[src/rtl/blink_arbiter_if.sv]
// Signal bundle between blink_arbiter, its four blink requesters and the
// shared LED pattern generator.
interface blink_arbiter_if;
  logic [3:0]  req;
  logic        pat_done;
  logic [31:0] ontime;
  logic [31:0] offtime;
  logic [7:0]  reps;
  logic        pat_enable;
  logic [3:0]  grant;
  logic        busy;
  logic [3:0]  done_pulse;
  logic [3:0]  abort_pulse;

  modport slave (
    input  req, pat_done,
    output ontime, offtime, reps, pat_enable, grant, busy, done_pulse, abort_pulse
  );

  modport master (
    output req, pat_done,
    input  ontime, offtime, reps, pat_enable, grant, busy, done_pulse, abort_pulse
  );
endinterface

[src/rtl/blink_arbiter.sv]
// Time-shares one LED pattern generator between four pulsed requesters with
// fixed priority (bit 0 highest), optional pre-emption, a dark gap and a watchdog.
module blink_arbiter #(
  parameter logic [31:0] ON_0       = 32'd12000000,
  parameter logic [31:0] ON_1       = 32'd2400000,
  parameter logic [31:0] ON_2       = 32'd6000000,
  parameter logic [31:0] ON_3       = 32'd1200000,
  parameter logic [31:0] OFF_0      = 32'd6000000,
  parameter logic [31:0] OFF_1      = 32'd2400000,
  parameter logic [31:0] OFF_2      = 32'd6000000,
  parameter logic [31:0] OFF_3      = 32'd1200000,
  parameter logic [7:0]  REPS_0     = 8'd3,
  parameter logic [7:0]  REPS_1     = 8'd5,
  parameter logic [7:0]  REPS_2     = 8'd2,
  parameter logic [7:0]  REPS_3     = 8'd1,
  parameter logic [31:0] GAP_CYCLES = 32'd1200000,
  parameter logic        PREEMPT    = 1'b1,
  parameter logic [31:0] WATCHDOG   = 32'd0
) (
  input  logic           hwclk,
  input  logic           resetN,
  blink_arbiter_if.slave bus
);

  typedef enum logic [1:0] {
    IDLE = 2'd0,
    LOAD = 2'd1,
    RUN  = 2'd2,
    GAP  = 2'd3
  } stateT;

  stateT       stateR, stateS;
  logic [3:0]  pendingR, pendingS;
  logic [3:0]  grantR, grantS;
  logic [31:0] ontimeR, ontimeS;
  logic [31:0] offtimeR, offtimeS;
  logic [7:0]  repsR, repsS;
  logic [3:0]  doneR, doneS;
  logic [3:0]  abortR, abortS;
  logic [31:0] wdCntR, wdCntS;
  logic [31:0] gapCntR, gapCntS;
  logic        patEnableR;
  logic        busyR;
  logic        grantNowS;
  logic [1:0]  pickS;
  logic [3:0]  higherS;

  function automatic logic [1:0] lowestIdx(input logic [3:0] v);
    logic [1:0] idx;
    casez (v)
      4'b???1: idx = 2'd0;
      4'b??10: idx = 2'd1;
      4'b?100: idx = 2'd2;
      default: idx = 2'd3;
    endcase
    return idx;
  endfunction

  function automatic logic [31:0] satInc(input logic [31:0] v);
    return (v == 32'hFFFF_FFFF) ? v : v + 32'd1;
  endfunction

  function automatic logic [71:0] preset(input logic [1:0] k);
    logic [71:0] p;
    case (k)
      2'd0:    p = {ON_0, OFF_0, REPS_0};
      2'd1:    p = {ON_1, OFF_1, REPS_1};
      2'd2:    p = {ON_2, OFF_2, REPS_2};
      default: p = {ON_3, OFF_3, REPS_3};
    endcase
    return p;
  endfunction

  // Next state, slot selection and next value of every registered output.
  always_comb begin
    stateS    = stateR;
    grantS    = grantR;
    ontimeS   = ontimeR;
    offtimeS  = offtimeR;
    repsS     = repsR;
    doneS     = 4'b0000;
    abortS    = 4'b0000;
    wdCntS    = wdCntR;
    gapCntS   = gapCntR;
    grantNowS = 1'b0;
    pickS     = lowestIdx(pendingR);
    // grantR is one-hot in RUN, so grantR-1 masks exactly the higher-priority slots
    higherS   = pendingR & (grantR - 4'b0001);
    case (stateR)
      IDLE: begin
        grantNowS = (pendingR != 4'b0000);
        stateS    = grantNowS ? LOAD : IDLE;
      end
      LOAD: begin
        wdCntS = 32'd0;
        stateS = RUN;
      end
      RUN: begin
        wdCntS = satInc(wdCntR);
        if (bus.pat_done) begin
          doneS   = grantR;
          gapCntS = 32'd0;
          stateS  = GAP;
        end else if (PREEMPT && (higherS != 4'b0000)) begin
          abortS    = grantR;
          grantNowS = 1'b1;
          stateS    = LOAD;
        end else if ((WATCHDOG != 32'd0) && (wdCntS >= WATCHDOG)) begin
          abortS  = grantR;
          gapCntS = 32'd0;
          stateS  = GAP;
        end else begin
          stateS = RUN;
        end
      end
      GAP: begin
        gapCntS = satInc(gapCntR);
        stateS  = (gapCntR >= (GAP_CYCLES - 32'd1)) ? IDLE : GAP;
      end
      default: stateS = IDLE;
    endcase
    if (grantNowS) begin
      grantS                      = 4'b0001 << pickS;
      {ontimeS, offtimeS, repsS}  = preset(pickS);
    end else begin
      grantS = ((stateS == GAP) || (stateS == IDLE)) ? 4'b0000 : grantR;
    end
    // a request arriving in the grant cycle re-arms the slot
    pendingS = (pendingR & ~(grantNowS ? grantS : 4'b0000)) | bus.req;
  end

  // State, counters and registered outputs; reset drops everything at once.
  always_ff @(posedge hwclk or negedge resetN) begin
    if (!resetN) begin
      stateR     <= IDLE;
      pendingR   <= 4'b0000;
      grantR     <= 4'b0000;
      ontimeR    <= 32'd0;
      offtimeR   <= 32'd0;
      repsR      <= 8'd0;
      doneR      <= 4'b0000;
      abortR     <= 4'b0000;
      wdCntR     <= 32'd0;
      gapCntR    <= 32'd0;
      patEnableR <= 1'b0;
      busyR      <= 1'b0;
    end else begin
      stateR     <= stateS;
      pendingR   <= pendingS;
      grantR     <= grantS;
      ontimeR    <= ontimeS;
      offtimeR   <= offtimeS;
      repsR      <= repsS;
      doneR      <= doneS;
      abortR     <= abortS;
      wdCntR     <= wdCntS;
      gapCntR    <= gapCntS;
      patEnableR <= (stateS == RUN);
      busyR      <= (stateS != IDLE);
    end
  end

  assign bus.ontime      = ontimeR;
  assign bus.offtime     = offtimeR;
  assign bus.reps        = repsR;
  assign bus.pat_enable  = patEnableR;
  assign bus.grant       = grantR;
  assign bus.busy        = busyR;
  assign bus.done_pulse  = doneR;
  assign bus.abort_pulse = abortR;

endmodule

[src/flat_wrapper.sv]
// flat-port wrapper written by rule: the top's interface ports become plain ports
module blink_arbiter_flat 
#(
  parameter logic [31:0] ON_0       = 32'd12000000,
  parameter logic [31:0] ON_1       = 32'd2400000,
  parameter logic [31:0] ON_2       = 32'd6000000,
  parameter logic [31:0] ON_3       = 32'd1200000,
  parameter logic [31:0] OFF_0      = 32'd6000000,
  parameter logic [31:0] OFF_1      = 32'd2400000,
  parameter logic [31:0] OFF_2      = 32'd6000000,
  parameter logic [31:0] OFF_3      = 32'd1200000,
  parameter logic [7:0]  REPS_0     = 8'd3,
  parameter logic [7:0]  REPS_1     = 8'd5,
  parameter logic [7:0]  REPS_2     = 8'd2,
  parameter logic [7:0]  REPS_3     = 8'd1,
  parameter logic [31:0] GAP_CYCLES = 32'd1200000,
  parameter logic        PREEMPT    = 1'b1,
  parameter logic [31:0] WATCHDOG   = 32'd0
)
  (hwclk, resetN, bus_req, bus_pat_done, bus_ontime, bus_offtime, bus_reps, bus_pat_enable, bus_grant, bus_busy, bus_done_pulse, bus_abort_pulse);
  blink_arbiter_if bus_i ();
  input  logic hwclk;
  input  logic resetN;
  input wire logic [$bits(bus_i.req)-1:0] bus_req;
  input wire logic [$bits(bus_i.pat_done)-1:0] bus_pat_done;
  output wire logic [$bits(bus_i.ontime)-1:0] bus_ontime;
  output wire logic [$bits(bus_i.offtime)-1:0] bus_offtime;
  output wire logic [$bits(bus_i.reps)-1:0] bus_reps;
  output wire logic [$bits(bus_i.pat_enable)-1:0] bus_pat_enable;
  output wire logic [$bits(bus_i.grant)-1:0] bus_grant;
  output wire logic [$bits(bus_i.busy)-1:0] bus_busy;
  output wire logic [$bits(bus_i.done_pulse)-1:0] bus_done_pulse;
  output wire logic [$bits(bus_i.abort_pulse)-1:0] bus_abort_pulse;
  assign bus_i.req = bus_req;
  assign bus_i.pat_done = bus_pat_done;
  assign bus_ontime = bus_i.ontime;
  assign bus_offtime = bus_i.offtime;
  assign bus_reps = bus_i.reps;
  assign bus_pat_enable = bus_i.pat_enable;
  assign bus_grant = bus_i.grant;
  assign bus_busy = bus_i.busy;
  assign bus_done_pulse = bus_i.done_pulse;
  assign bus_abort_pulse = bus_i.abort_pulse;
  blink_arbiter #(.ON_0(ON_0), .ON_1(ON_1), .ON_2(ON_2), .ON_3(ON_3), .OFF_0(OFF_0), .OFF_1(OFF_1), .OFF_2(OFF_2), .OFF_3(OFF_3), .REPS_0(REPS_0), .REPS_1(REPS_1), .REPS_2(REPS_2), .REPS_3(REPS_3), .GAP_CYCLES(GAP_CYCLES), .PREEMPT(PREEMPT), .WATCHDOG(WATCHDOG)) u_core (.hwclk(hwclk), .resetN(resetN), .bus(bus_i));
endmodule
[config.mk]
export PLATFORM = sky130hd
export DESIGN_NAME = blink_arbiter_flat
export DESIGN_NICKNAME = d
export VERILOG_FILES = /design/src/rtl/blink_arbiter_if.sv /design/src/rtl/blink_arbiter.sv /design/src/flat_wrapper.sv
export SDC_FILE = /design/constraint.sdc
export NUM_CORES = 1
export LEC_CHECK = 0
export CAP_MARGIN = 15
export CORE_MARGIN = 8
export CORE_UTILIZATION = 42
export CTS_CLUSTER_DIAMETER = 200
export DETAILED_ROUTE_END_ITERATION = 10
export GPL_TIMING_DRIVEN = 0
export PLACE_DENSITY = 0.69
export SLEW_MARGIN = 20
export SYNTH_ARGS = -nofsm -noshare
export SYNTH_HDL_FRONTEND = slang
export SYNTH_SLANG_ARGS = --single-unit
[constraint.sdc]
create_clock -name hwclk -period 4.3 [get_ports hwclk]
set_input_delay 0.645 -clock hwclk [delete_from_list [all_inputs] [get_ports hwclk]]
set_output_delay 0.645 -clock hwclk [all_outputs]
set_load 0.05 [all_outputs]
==> results_dict.tcl <==
set metrics [dict create \
    rsz0062_at_grt "no" \
    grt_pass1_vias 3313 \
    crit_type "register to register" \
    p_sw_share_pct 26.8 \
    diodes 0 \
    fp.coreArea_um2 9150 \
    clk_latency_ns 0.35 \
    viasPerCell 5.25 \
    vias 3278 \
    max_cap_viol_count 0 \
    die_x_um 113 \
    cp.required_ns 4.54 \
    antenna_left 0 \
    ys_ff_latch 66 \
    end_kind "register" \
    gp_congestion 0.863 \
    stdcell_count 624 \
    hold_violations 0 \
    finClkSkew_ns 0.0115 \
    switchingPower_uw 371 \
    syn_area_um2 3930 \
    cts_made_buffers 9 \
    yosysSeqAreaShare_pct 42.1 \
    combPwrFrac_pct 11.9 \
    hpwlAfterDp_mm 7.08 \
    yosysUniqueCellTypes 53 \
    power_density_nw_per_um2 278 \
    drt_pass1_iterations 5 \
    yosysWarningCount 0 \
    ys.flop_type "dfrtp_1" \
    drive_gt1_share_pct 21.2 \
    ios 93 \
    die_height_um 113 \
    path_max_fanout 5 \
    antenna_found_initial 0 \
    cts_tree "built" \
    setup_viol 0 \
    die_area_um2 12700 \
    cts_setup_buffers 0 \
    drt_wl_total_mm 9.52 \
    synth_top_cell_area_share_pct 42.1 \
    grt_overflow 0 \
    leakagePower_nw 2.28 \
    dpl.cell_count 608 \
    ir_drop_uv 162 \
    wl_per_cell_um 15.3 \
    ys_async_sr_fraction_pct 100 \
    synth_area_leader_cell "dfrtp_1" \
    cts_resized 0 \
    grtUsageTotal_pct 15.7 \
    slew_violations 0 \
    clkTransAtPathRegs_ns 0.08 \
    period_share_pct 61.5 \
    timing.final.crit_period_ns 2.64 \
    cpMostUsedCell "inv_1" \
    intPower_mw 1.01 \
    grt_max_degree 38 \
    start_kind "register" \
    start_util_pct 42.9 \
    fin_setup_tns_ns 0 \
    p_seq_share_pct 45.1 \
    p_clk_share_pct 43.0 \
    timing.fmax_mhz 378 \
    drt-initial-drc-count 165 \
    grt_pass1_wl_mm 16.3 \
    drc 0 \
    nNetsFinal 526 \
    crit_chain "inv_1 > ha_1 > inv_1 > a222oi_1 > and2_1 > a22oi_1 > nor2_1 > ha_1 > inv_1 > nor3_1 > a22o_1" \
    synth_enable_flop_cells 0 \
    hold_buffers 0 \
    synthCells 406 \
    clock_sinks 66 \
    outcome "finished clean" \
    slowest_stage "a222oi_1" \
    io_buffers 53 \
    postSynthAreaPerCell_um2 9.67 \
    synth.area.top_cells "dfrtp_1 (42%), buf_4 (12%), o21ai_0 (3.7%)" \
    cts_buffer_depth 2 \
    row_count 35 \
    critPathArrivalTime_ns 2.88 \
    htreeDepth 3 \
    relSlewSlack_pct 63.7 \
    critPathMaxStageDelay_ns 0.44 \
    area_delta_synth_final_pct 26.8 \
    tightest_slew_ns 0.543 \
    clock-root-buffer "clkbuf_8" \
    worstHoldPathType "primary input to async pin" \
]
-- worst max-delay path: cells and delay by family, from the launching register on --
family                   cells  cell delay (ns)
flip-flops                   1             0.41
AND/OR/NAND/NOR              3             0.55
buffers and inverters        3             0.27
adder cells (fa/ha/maj)      2             0.55
AO/OA/AOI/OAI                3             0.75
-- power by group through the flow --
| stage | Combinational (mW) | Clock, mW | Sequential (mW) |
|---|---|---|---|
| 6_report | 0.165 | 0.596 | 0.624 |
| 3_5_place_dp | 0.165 | 0 | 0.637 |
| 2_1_floorplan | 0.124 | 0 | 0.643 |
| 4_1_cts | 0.165 | 0.615 | 0.624 |
| 3_3_place_gp | 0.162 | 0 | 0.637 |
| 5_1_grt | 0.174 | 0.646 | 0.625 |
-- per-layer routing --
metal	GRT usage (%)	part of all wire (%)
met1	17.4	41
met2	27.4	51
met3	6.87	7.3
met4	3.06	0.81
met5	0	0
-- through the flow --
step	cell area (µm²)	hold WS (ns)	util, %	setup slack (ns)	power [mW]
finish	4980	0.214	54.4	1.66	1.39
floorplan	4060	0.349	-	1.63	0.768
detailed placement	4750	0.480	51.9	1.69	0.801
CTS	4980	0.225	54.4	1.66	1.40
global placement	4730	0.476	51.7	0.365	0.799
global route	4980	0.229	54.4	1.45	1.44
-- Yosys cell counts (9+ instances only) --
| master | n |
|---|---|
| nand2_1 | 15 |
| inv_1 | 14 |
| nor2_1 | 20 |
| or3_1 | 13 |
| nand4_1 | 13 |
| buf_4 | 61 |
| dfrtp_1 | 66 |
| ha_1 | 11 |
| a21oi_1 | 24 |
| nand3_1 | 10 |
| nor3_1 | 9 |
| clkbuf_1 | 9 |
| o21ai_0 | 29 |
-- cells by family after synthesis --
group / synth area share, %
AO/OA/AOI/OAI: 16.7
XOR/XNOR: 1.34
adder cells (fa/ha/maj): 3.51
buffers and inverters: 14.9
flip-flops: 42.1
multiplexers: 1.69
other: 0.0955
AND/OR/NAND/NOR: 19.6
-- sequential cells by signal, indices dropped and copies added, names as in the netlist, 2 cells and up --
signal and flops:
u_core.bus.grant 4, u_core.gapCntR 32, u_core.bus.ontime 6, u_core.bus.abort_pulse 4, u_core.bus.offtime 7, u_core.bus.done_pulse 4, u_core.stateR 2, u_core.pendingR 4
-- final cells by class --
type,count,area (µm²)
fillers,849,4180
multi-input cells,286,1830
flip-flops and latches,66,1650
repair buffers,54,548
plain buffers,77,533
clock buffers,11,141
well taps,111,139
clock inverters,5,85.1
inverters,14,52.6
-- cell usage in the layout (no fill, tap or decap), drive strengths merged, types with 16 or more instances in the layout --
| cell type | n |
|---|---|
| buf | 69 |
| dfrtp | 66 |
| clkdlybuf4s50 | 52 |
| conb | 38 |
| o21ai | 32 |
| a21oi | 24 |
| clkbuf | 21 |
| nor2 | 20 |
| inv | 16 |
-- path summary, 6_finish.rpt --
| kind | startpoint | endpoint | slack (ns) | cells after the start |
|---|---|---|---|---|
| max in group asynchronous | resetN | u_core.gapCntR[14]$_DFFE_PN0P_ | 3.54 | 2 |
| setup / recovery | u_core.bus.grant[0]$_DFF_PN0_ | u_core.bus.grant[3]$_DFF_PN0_ | 1.66 | 11 |
| min in group hwclk | u_core.bus.offtime[15]$_DFFE_PN0P_ | u_core.bus.offtime[15]$_DFFE_PN0P_ | 0.51 | 1 |
| setup reg to reg | u_core.bus.grant[0]$_DFF_PN0_ | u_core.bus.grant[3]$_DFF_PN0_ | 1.66 | 11 |
| hold / removal | resetN | u_core.gapCntR[3]$_DFFE_PN0P_ | 0.21 | 1 |
| hold reg to reg | u_core.bus.offtime[15]$_DFFE_PN0P_ | u_core.bus.offtime[15]$_DFFE_PN0P_ | 0.51 | 1 |
(Power assumes the default switching activity.)
